<file path="src/rtl/operand_stack_pkg.sv">
// Shared definitions for the operand stack: command encodings, default sizes,
// and the "command executes" predicate used wherever legality must be decided.
// Pure declarations; no state, no timing.
package operand_stack_pkg;

    localparam int DATA_W_DEF = 8;
    localparam int DEPTH_DEF  = 16;

    typedef enum logic [2:0] {
        OP_NOP     = 3'd0,
        OP_PUSH    = 3'd1,
        OP_POP     = 3'd2,
        OP_REPLACE = 3'd3,
        OP_BINOP   = 3'd4,
        OP_POP2    = 3'd5,
        OP_SWAP    = 3'd6,
        OP_RSVD    = 3'd7
    } op_t;

    // True when the command is legal for the current occupancy and will execute.
    // NOP and the reserved encoding never "execute" (they produce no ack).
    function automatic logic valid_op(input op_t op, input int unsigned count,
                                      input int unsigned depth);
        case (op)
            OP_PUSH:                    return count < depth;
            OP_POP, OP_REPLACE:         return count >= 1;
            OP_BINOP, OP_POP2, OP_SWAP: return count >= 2;
            default:                    return 1'b0;
        endcase
    endfunction

    // Commands that consume stack entries; a rejected one raises underflow.
    function automatic logic needs_operands(input op_t op);
        case (op)
            OP_POP, OP_REPLACE, OP_BINOP, OP_POP2, OP_SWAP: return 1'b1;
            default:                                        return 1'b0;
        endcase
    endfunction

endpackage

</file>
<file path="src/rtl/operand_stack_if.sv">
// Command/result bundle between the datapath controller and the operand stack.
// Command fields are sampled at the clock edge; results are readable the cycle after.
// No backpressure: every command completes (or is rejected) in one cycle.
interface operand_stack_if #(
    parameter int DATA_W = 8,
    parameter int DEPTH  = 16,
    parameter int IDX_W  = $clog2(DEPTH)
);
    logic [2:0]        op;
    logic [DATA_W-1:0] din;
    logic [DATA_W-1:0] tos;
    logic [DATA_W-1:0] nos;
    logic [IDX_W-1:0]  index;
    logic [IDX_W:0]    count;
    logic              empty;
    logic              full;
    logic              overflow;
    logic              underflow;
    logic              ack;

    modport master (
        output op, din,
        input  tos, nos, index, count, empty, full, overflow, underflow, ack
    );

    modport slave (
        input  op, din,
        output tos, nos, index, count, empty, full, overflow, underflow, ack
    );
endinterface

</file>
<file path="src/rtl/operand_stack.sv">
// LIFO operand stack feeding the ALU (in1=nos, in2=tos) and taking its result back.
// Latency: one command per cycle, results visible the cycle after the sampling edge.
// No backpressure: illegal commands are dropped and flagged via sticky overflow/underflow.
module operand_stack
    import operand_stack_pkg::*;
#(
    parameter int DATA_W = DATA_W_DEF,
    parameter int DEPTH  = DEPTH_DEF,
    parameter int IDX_W  = $clog2(DEPTH)
) (
    input  logic            clk,
    input  logic            reset,
    operand_stack_if.slave  bus
);

    localparam logic [IDX_W:0]   CNT_ONE  = (IDX_W+1)'(1);
    localparam logic [IDX_W:0]   CNT_TWO  = (IDX_W+1)'(2);
    localparam logic [IDX_W:0]   CNT_FULL = (IDX_W+1)'(DEPTH);
    localparam logic [IDX_W-1:0] IDX_ONE  = IDX_W'(1);
    localparam logic [IDX_W-1:0] IDX_TWO  = IDX_W'(2);

    logic [DATA_W-1:0] mem [DEPTH];
    logic [IDX_W:0]    cnt;
    logic              ovf_q;
    logic              unf_q;
    logic              ack_q;

    op_t               op;
    logic              exec;
    logic [IDX_W-1:0]  push_i;
    logic [IDX_W-1:0]  top_i;
    logic [IDX_W-1:0]  nos_i;

    // Slot arithmetic is modulo DEPTH on the low count bits; at count==DEPTH the
    // low bits are 0, so top_i = DEPTH-1 still lands on the right entry.
    assign op     = op_t'(bus.op);
    assign exec   = valid_op(op, 32'(cnt), DEPTH);
    assign push_i = cnt[IDX_W-1:0];
    assign top_i  = cnt[IDX_W-1:0] - IDX_ONE;
    assign nos_i  = cnt[IDX_W-1:0] - IDX_TWO;

    // Execute one command per edge; rejected commands only touch the sticky flags.
    always_ff @(posedge clk) begin
        if (!reset) begin
            for (int i = 0; i < DEPTH; i++) begin
                mem[i] <= '0;
            end
            cnt   <= '0;
            ovf_q <= 1'b0;
            unf_q <= 1'b0;
            ack_q <= 1'b0;
        end else begin
            ack_q <= exec;
            if (op == OP_PUSH && !exec) begin
                ovf_q <= 1'b1;
            end
            if (needs_operands(op) && !exec) begin
                unf_q <= 1'b1;
            end
            if (exec) begin
                case (op)
                    OP_PUSH: begin
                        mem[push_i] <= bus.din;
                        cnt         <= cnt + CNT_ONE;
                    end
                    OP_POP: begin
                        cnt <= cnt - CNT_ONE;
                    end
                    OP_REPLACE: begin
                        mem[top_i] <= bus.din;
                    end
                    // ALU result overwrites NOS; the old TOS slot becomes free.
                    OP_BINOP: begin
                        mem[nos_i] <= bus.din;
                        cnt        <= cnt - CNT_ONE;
                    end
                    OP_POP2: begin
                        cnt <= cnt - CNT_TWO;
                    end
                    OP_SWAP: begin
                        mem[top_i] <= mem[nos_i];
                        mem[nos_i] <= mem[top_i];
                    end
                    default: begin
                    end
                endcase
            end
        end
    end

    // Operand reads are combinational off registered storage so the ALU sees
    // them in the same cycle the BINOP is issued.
    always_comb begin
        bus.tos   = (cnt != '0)      ? mem[top_i] : '0;
        bus.nos   = (cnt >= CNT_TWO) ? mem[nos_i] : '0;
        bus.index = (cnt != '0)      ? top_i      : '0;
    end

    assign bus.count     = cnt;
    assign bus.empty     = (cnt == '0);
    assign bus.full      = (cnt == CNT_FULL);
    assign bus.overflow  = ovf_q;
    assign bus.underflow = unf_q;
    assign bus.ack       = ack_q;

endmodule
</file>
<file path="src/flat_wrapper.sv">
// flat-port wrapper written by rule: the top's interface ports become plain ports
module operand_stack_flat import operand_stack_pkg::*;
#(
    parameter int DATA_W = DATA_W_DEF,
    parameter int DEPTH  = DEPTH_DEF,
    parameter int IDX_W  = $clog2(DEPTH)
)
  (clk, reset, bus_op, bus_din, bus_tos, bus_nos, bus_index, bus_count, bus_empty, bus_full, bus_overflow, bus_underflow, bus_ack);
  operand_stack_if #(.DATA_W(DATA_W), .DEPTH(DEPTH), .IDX_W(IDX_W)) bus_i ();
  input  logic clk;
  input  logic reset;
  input wire logic [$bits(bus_i.op)-1:0] bus_op;
  input wire logic [$bits(bus_i.din)-1:0] bus_din;
  output wire logic [$bits(bus_i.tos)-1:0] bus_tos;
  output wire logic [$bits(bus_i.nos)-1:0] bus_nos;
  output wire logic [$bits(bus_i.index)-1:0] bus_index;
  output wire logic [$bits(bus_i.count)-1:0] bus_count;
  output wire logic [$bits(bus_i.empty)-1:0] bus_empty;
  output wire logic [$bits(bus_i.full)-1:0] bus_full;
  output wire logic [$bits(bus_i.overflow)-1:0] bus_overflow;
  output wire logic [$bits(bus_i.underflow)-1:0] bus_underflow;
  output wire logic [$bits(bus_i.ack)-1:0] bus_ack;
  assign bus_i.op = bus_op;
  assign bus_i.din = bus_din;
  assign bus_tos = bus_i.tos;
  assign bus_nos = bus_i.nos;
  assign bus_index = bus_i.index;
  assign bus_count = bus_i.count;
  assign bus_empty = bus_i.empty;
  assign bus_full = bus_i.full;
  assign bus_overflow = bus_i.overflow;
  assign bus_underflow = bus_i.underflow;
  assign bus_ack = bus_i.ack;
  operand_stack #(.DATA_W(DATA_W), .DEPTH(DEPTH), .IDX_W(IDX_W)) u_core (.clk(clk), .reset(reset), .bus(bus_i));
endmodule
</file>
<file path="config.mk">
export PLATFORM = sky130hd
export DESIGN_NAME = operand_stack_flat
export DESIGN_NICKNAME = d
export VERILOG_FILES = /design/src/rtl/operand_stack_pkg.sv /design/src/rtl/operand_stack_if.sv /design/src/rtl/operand_stack.sv /design/src/flat_wrapper.sv
export SDC_FILE = /design/constraint.sdc
export NUM_CORES = 1
export LEC_CHECK = 0
export CORE_ASPECT_RATIO = 1.75
export CORE_MARGIN = 1.5
export CORE_UTILIZATION = 25
export DETAILED_ROUTE_END_ITERATION = 12
export GPL_ROUTABILITY_DRIVEN = 0
export PLACE_DENSITY_LB_ADDON = 0.12
export SYNTH_ARGS = -nofsm -noshare
export SYNTH_HDL_FRONTEND = slang
export SYNTH_SLANG_ARGS = --single-unit
</file>
<file path="constraint.sdc">
create_clock -name clk -period 4.15 [get_ports clk]
set_input_delay 0.83 -clock clk [delete_from_list [all_inputs] [get_ports clk]]
set_output_delay 0.83 -clock clk [all_outputs]
set_load 0.005 [all_outputs]
</file>
==> out/metrics.csv, run 1 <==
stage;metric;value;unit
die;dieArea;0.03874;mm^2
worst_setup_path;slowest_delay;530;ps
grt;grt_max_degree;45;
die;fp-row-count;93;
sta;worst_slew_pin_slew;936.8;ps
worst_setup_path;cp_max_fo;32;
yosys;synth_seq_cells;136;
sta;min_period;4039;ps
worst_setup_path;setup.worst_path.class;reg -> out;
yosys;yosysSeqAreaShare;42.68;%
worst_setup_path;critical_path.cell_chain;buf_16 -> buf_4 -> mux4_2 -> mux2i_2 -> mux2i_1 -> nor2b_1 -> clkdlybuf4s50_1;
yosys;synthArstFlopShare;0;%
yosys;synth_cells;721;
worst_setup_path;critPathCaptureType;primary output;
sta;fin_crit_sh;97.32;%
cells_and_area;layout-drive-gt1-share;28.48;%
clock_tree;tritoncts;built;
place;port_buffers;42;
power;p_clk_share;26.7;%
clock_tree;clk_pin_slew;60;ps
grt;grt_pass1_wl;53670;um
hold_path;worst_hold_path.endpoint;u_core.bus.underflow;
hold_path;whs_path_depth;1;
cells_and_area;insertedDiodeCount;0;
grt;grt_pass1_vias;7694;
grt;grt-ovfl-total;0;
sta;drv_slew;0;
worst_setup_path;worst_r2r_endpoint;u_core.mem[14][2];
sta;max_freq;0.2476;GHz
hold_path;hold_path_class;reg -> reg;
grt;antenna_found_initial;0;
yosys;synth_cell_types;80;
routing;via_per_inst;5.633;
die;die_w;149.4;um
worst_setup_path;slowest_stage;mux4_2;
worst_setup_path;rr_worst_depth;10;
routing;detail-route-antenna-nets;0;
routing;drt_iter0_markers;553;
routing;wl_per_cell;29.72;um
yosys;synth_area;0.009380;mm^2
sta;setup_ws;111.1;ps
clock_tree;insertion_delay;440;ps
status;status;complete, no violations;
yosys;synth_edf_count;128;
power;power_switching;2156;uW
power;p_int;3647;uW
die;start_util;25.43;%
cells_and_area;fillers;3735;
routing;route.final.wire_length;37810;um
clock_tree;htree_levels;4;
power;netSwitchingFraction;37.16;%
power;power.density;519.3;mW/mm^2
die;die_height;259.2;um
yosys;synth.avg_cell_area;13.01;um^2
cells_and_area;final_common_cell;edfxtp_1;
clock_tree;clk_path_buf_depth;2;
die;num_io_pins;43;
sta;hold_viol;0;
sta;rsz0062_at_grt;no;
worst_setup_path;crit_required;3320;ps
job;max_cap_viol_count;0;
grt;grt_usage;19.92;%
sta;slew_headroom;36.86;%
cells_and_area;nets;805;
yosys;yosysTopAreaCell;edfxtp_1;
power;leakage;0.003704;uW
yosys;ys_warn_count;0;
clock_tree;cts_sinks;136;
die;core-area;0.03689;mm^2
worst_setup_path;rr_startpoint;u_core.bus.count[0];
power;comb_power_share;45.1;%
cells_and_area;layout_common_cells;edfxtp_1 (128), o22ai_1 (121), mux4_2 (64);
routing;dr.pass1.iters;5;
yosys;ys.flop_type;edfxtp_1;
sta;fin_skew;6.853;ps
clock_tree;root_buffer;clkbuf_16;
worst_setup_path;critPathLaunchType;flip-flop;
cells_and_area;post-route-util;30.30;%
place;pre_cts_slack;-38.50;ps
worst_setup_path;critical-path-top-delay-family;multiplexers;
yosys;synthTopCellsByArea;edfxtp_1 (41%), mux4_2 (15%), o22ai_1 (8.1%);
routing;drcViolationCount;0;
yosys;syn-num-nets;742;
yosys;synth.top_cell.area_share;40.98;%
worst_setup_path;cp.arrival;3210;ps
power;vdd_drop_max;284.5;uV
worst_setup_path;r2r_slack;490;ps
place;place_hpwl;28680;um
power;power_frac_seq;28.2;%
routing;vias;7165;
clock_tree;numCtsBuffers;17;
worst_setup_path;critPathBufInv;3;
sta;setup_viol;0;
cells_and_area;areaGrowthSynthToFinish;19.14;%
hold_path;min_from;u_core.bus.underflow;
-- cell type report --
| cell class | instances | area [um^2] | area share (%) |
|---|---|---|---|
| tap | 475 | 594.3 | 5.318 |
| sequential | 136 | 4009 | 35.87 |
| inverter | 8 | 32.53 | 0.2911 |
| timing repair buffer | 104 | 984.7 | 8.811 |
| multi-input combinational | 517 | 4970 | 44.47 |
| clock buffer | 17 | 425.4 | 3.807 |
| clock inverter | 15 | 160.2 | 1.433 |
-- stage by stage --
step                      area (um^2)  power [uW]  hold WS, ps  cells  TNS, ps
after floorplan                  9380        3166        464.2    721        0
after global placement          10400        4130        466.9   1229   -255.6
after detailed placement        10400        4135        468.9   1229   -128.8
after CTS                       11110        5785        490.1   1266        0
after global routing            11180        6016        532.7   1272        0
final                           11180        5804        488.6   1272        0
-- flip-flops by register name, summed over array words and instances (netlist names) --
| signal | count |
|---|---|
| u_core.mem | 128 |
| u_core.bus.count | 5 |
| u_core.bus.ack | 1 |
| u_core.bus.overflow | 1 |
| u_core.bus.underflow | 1 |
-- synthesized netlist by cell type, drive strengths merged (12+ instances only) --
cell / n
nand4: 14
o22ai: 121
nand3: 12
edfxtp: 128
nor2: 23
o21ai: 20
mux2i: 72
o211ai: 21
nor2b: 24
nand2: 46
clkbuf: 16
buf: 44
mux4: 64
-- kinds of logic after synthesis --
| family | share of synthesized area (%) |
|---|---|
| DFF | 42.68 |
| xor gates and xnor gates | 0.9605 |
| AOI/OAI and AO/OA | 15.62 |
| and+or+nand+nor | 10.15 |
| adders and majority gates | 1.067 |
| buffers and inverters | 4.788 |
| muxes | 24.73 |
-- how the worst max path moves through the flow --
stage	from	end	cells past startpoint
2_1_floorplan	u_core.bus.count[1]	u_core.mem[7][0]	13
3_3_place_gp	u_core.bus.count[2]	bus_nos[0]	8
3_5_place_dp	u_core.bus.count[1]	bus_nos[6]	8
4_1_cts	u_core.bus.count[0]	bus_nos[4]	6
5_1_grt	u_core.bus.count[0]	bus_nos[7]	7
6_report	u_core.bus.count[0]	bus_nos[7]	7
-- timing repair --
| item | 4_1_cts | 5_1_grt |
|---|---|---|
| resized for setup | 9 | 0 |
| gates cloned | 1 | 0 |
| setup endpoints to repair | 12 | 1 |
| buffers inserted | 4 | 6 |
| pin swaps | 0 | 1 |
| hold buffers | 0 | 0 |
-- layer usage --
| layer | wire length (um) | track usage [%] | vias to the layer above |
|---|---|---|---|
| met2 | 21820 | 39.16 | 240 |
| li1 | - | - | 3124 |
| met5 | 0 | 0 | - |
| met4 | 2869 | 14.82 | 0 |
| met3 | 857 | 2.179 | 90 |
| met1 | 12260 | 18.23 | 3711 |
-- power by group through the flow --
stage                     clock (uW)  sequential (uW)  combinational, uW
after global placement             0             1660               2470
after floorplan                    0             1640               1530
after global routing            1620             1640               2750
final                           1550             1640               2620
after CTS                       1570             1640               2580
after detailed placement           0             1660               2470
No activity file was read; power rests on OpenSTA's default activity.
==> run 2, diff against run 1 <==
--- a/config.mk
+++ b/config.mk
@@ -11,6 +11,7 @@
 export DETAILED_ROUTE_END_ITERATION = 12
 export GPL_ROUTABILITY_DRIVEN = 0
 export PLACE_DENSITY_LB_ADDON = 0.12
+export SKIP_CTS_REPAIR_TIMING = 1
 export SYNTH_ARGS = -nofsm -noshare
 export SYNTH_HDL_FRONTEND = slang
 export SYNTH_SLANG_ARGS = --single-unit
==> out/metrics.csv, run 2 (synthesis gave the netlist of run 1 again) <==
stage;metric;value;unit
status;status;finished, violations left;
status;violations;negative setup slack;
die;core-area;0.03689;mm^2
worst_setup_path;setup.worst_path.class;reg -> out;
cells_and_area;layout-drive-gt1-share;29.14;%
cells_and_area;top_register;u_core.mem;
worst_setup_path;slowest_delay;580;ps
clock_tree;cts_sinks;136;
sta;hold_viol;0;
cells_and_area;fillers;3738;
sta;setup_ws;-5.615;ps
cells_and_area;post-route-util;30.43;%
die;die_height;259.2;um
clock_tree;root_buffer;clkbuf_16;
power;power.density;520.3;mW/mm^2
routing;drcViolationCount;0;
clock_tree;clk_path_buf_depth;2;
grt;grt_usage;19.73;%
cells_and_area;layout_common_cells;edfxtp_1 (128), o22ai_1 (121), mux4_2 (64);
routing;wl_per_cell;29.48;um
job;max_cap_viol_count;0;
cells_and_area;nets;811;
place;port_buffers;42;
hold_path;hold_path_class;reg -> reg;
grt;grt_pass1_wl;53160;um
cells_and_area;largest_reg_flops;128;
die;start_util;25.43;%
sta;worst_slew_pin_slew;926.5;ps
clock_tree;htree_levels;4;
die;fp-row-count;93;
grt;grt_pass1_vias;7636;
routing;via_per_inst;5.595;
clock_tree;clk_pin_slew;60;ps
sta;rsz0062_at_grt;no;
clock_tree;numCtsBuffers;17;
sta;fin_skew;6.192;ps
worst_setup_path;crit_path_start;u_core.bus.count[0];
power;power;5841;uW
sta;drv_slew;0;
worst_setup_path;cp_max_fo;32;
sta;fin_crit_sh;100.1;%
sta;max_freq;0.2406;GHz
cells_and_area;areaGrowthSynthToFinish;19.67;%
clock_tree;tritoncts;built;
place;pre_cts_slack;-38.50;ps
worst_setup_path;r2r_slack;510;ps
power;vdd_drop_max;286.1;uV
worst_setup_path;rr_startpoint;u_core.bus.count[0];
sta;slew_headroom;37.56;%
routing;route.final.wire_length;37680;um
worst_setup_path;crit_required;3320;ps
worst_setup_path;worst_r2r_endpoint;u_core.mem[14][2];
worst_setup_path;critPathLaunchType;flip-flop;
grt;grt_max_degree;64;
worst_setup_path;critPathCapture;bus_nos[1];
routing;drt_iter0_markers;505;
routing;dr.pass1.iters;5;
grt;antenna_found_initial;1;
sta;min_period;4156;ps
sta;setup_viol;1;
cells_and_area;insertedDiodeCount;0;
die;dieArea;0.03874;mm^2
worst_setup_path;critPathCaptureType;primary output;
worst_setup_path;critical_path.cell_chain;buf_16 -> mux4_2 -> mux2i_1 -> mux2i_1 -> nor2b_1 -> clkdlybuf4s50_1;
worst_setup_path;rr_worst_depth;10;
place;place_hpwl;28680;um
power;leakage;0.003727;uW
die;num_io_pins;43;
worst_setup_path;cpMostUsedCell;mux2i_1;
routing;vias;7151;
die;die_w;149.4;um
worst_setup_path;slowest_stage;mux4_2;
worst_setup_path;cp.arrival;3330;ps
routing;detail-route-antenna-nets;0;
clock_tree;insertion_delay;440;ps
cells_and_area;final_common_cell;edfxtp_1;
grt;grt-ovfl-total;0;
run 2: how the worst min path moves through the flow:
stage / start / end / depth (start not counted)
6_report: u_core.bus.underflow / u_core.bus.underflow / 1
5_1_grt: u_core.bus.underflow / u_core.bus.underflow / 1
4_1_cts: u_core.bus.underflow / u_core.bus.underflow / 1
3_5_place_dp: u_core.bus.underflow / u_core.bus.underflow / 1
3_3_place_gp: u_core.bus.underflow / u_core.bus.underflow / 1
2_1_floorplan: u_core.bus.overflow / u_core.bus.overflow / 1
run 2: critical path: cells and delay by family (launching register included):
| family | cells | cell delay, ps |
|---|---|---|
| muxes | 3 | 1390 |
| and+or+nand+nor | 1 | 210 |
| DFF | 1 | 490 |
| buffers and inverters | 2 | 710 |
run 2: metrics by stage:
stage	hold slack, ps	setup TNS [ps]	area, um^2	cells
4_1_cts	490.1	-3757	10980	1261
5_1_grt	532.7	0	11230	1278
6_report	486.4	-5.615	11230	1278
3_5_place_dp	468.9	-128.8	10400	1229
2_1_floorplan	464.2	0	9380	721
3_3_place_gp	466.9	-255.6	10400	1229
run 2: final cells by class:
class / instances / area (um^2) / share of cell area (%)
clock buffers: 17 / 425.4 / 3.790
repair buffers: 110 / 1031 / 9.184
multi-input cells: 517 / 4974 / 44.30
clock inverters: 15 / 160.2 / 1.427
well taps: 475 / 594.3 / 5.294
inverters: 8 / 32.53 / 0.2898
flip-flops and latches: 136 / 4009 / 35.71
run 2: layer usage:
metal  GRT usage, %  vias up  routed length [um]
met1          18.32     3656               12150
met3          2.056       89                1019
met4          14.27        0                2816
li1               -     3137                   -
met5              0        -                   0
met2          38.74      269               21700
run 2: report_power, final:
group          internal, uW  switching [uW]
clock network           932             617
logic                  1170            1490
registers              1580            57.0
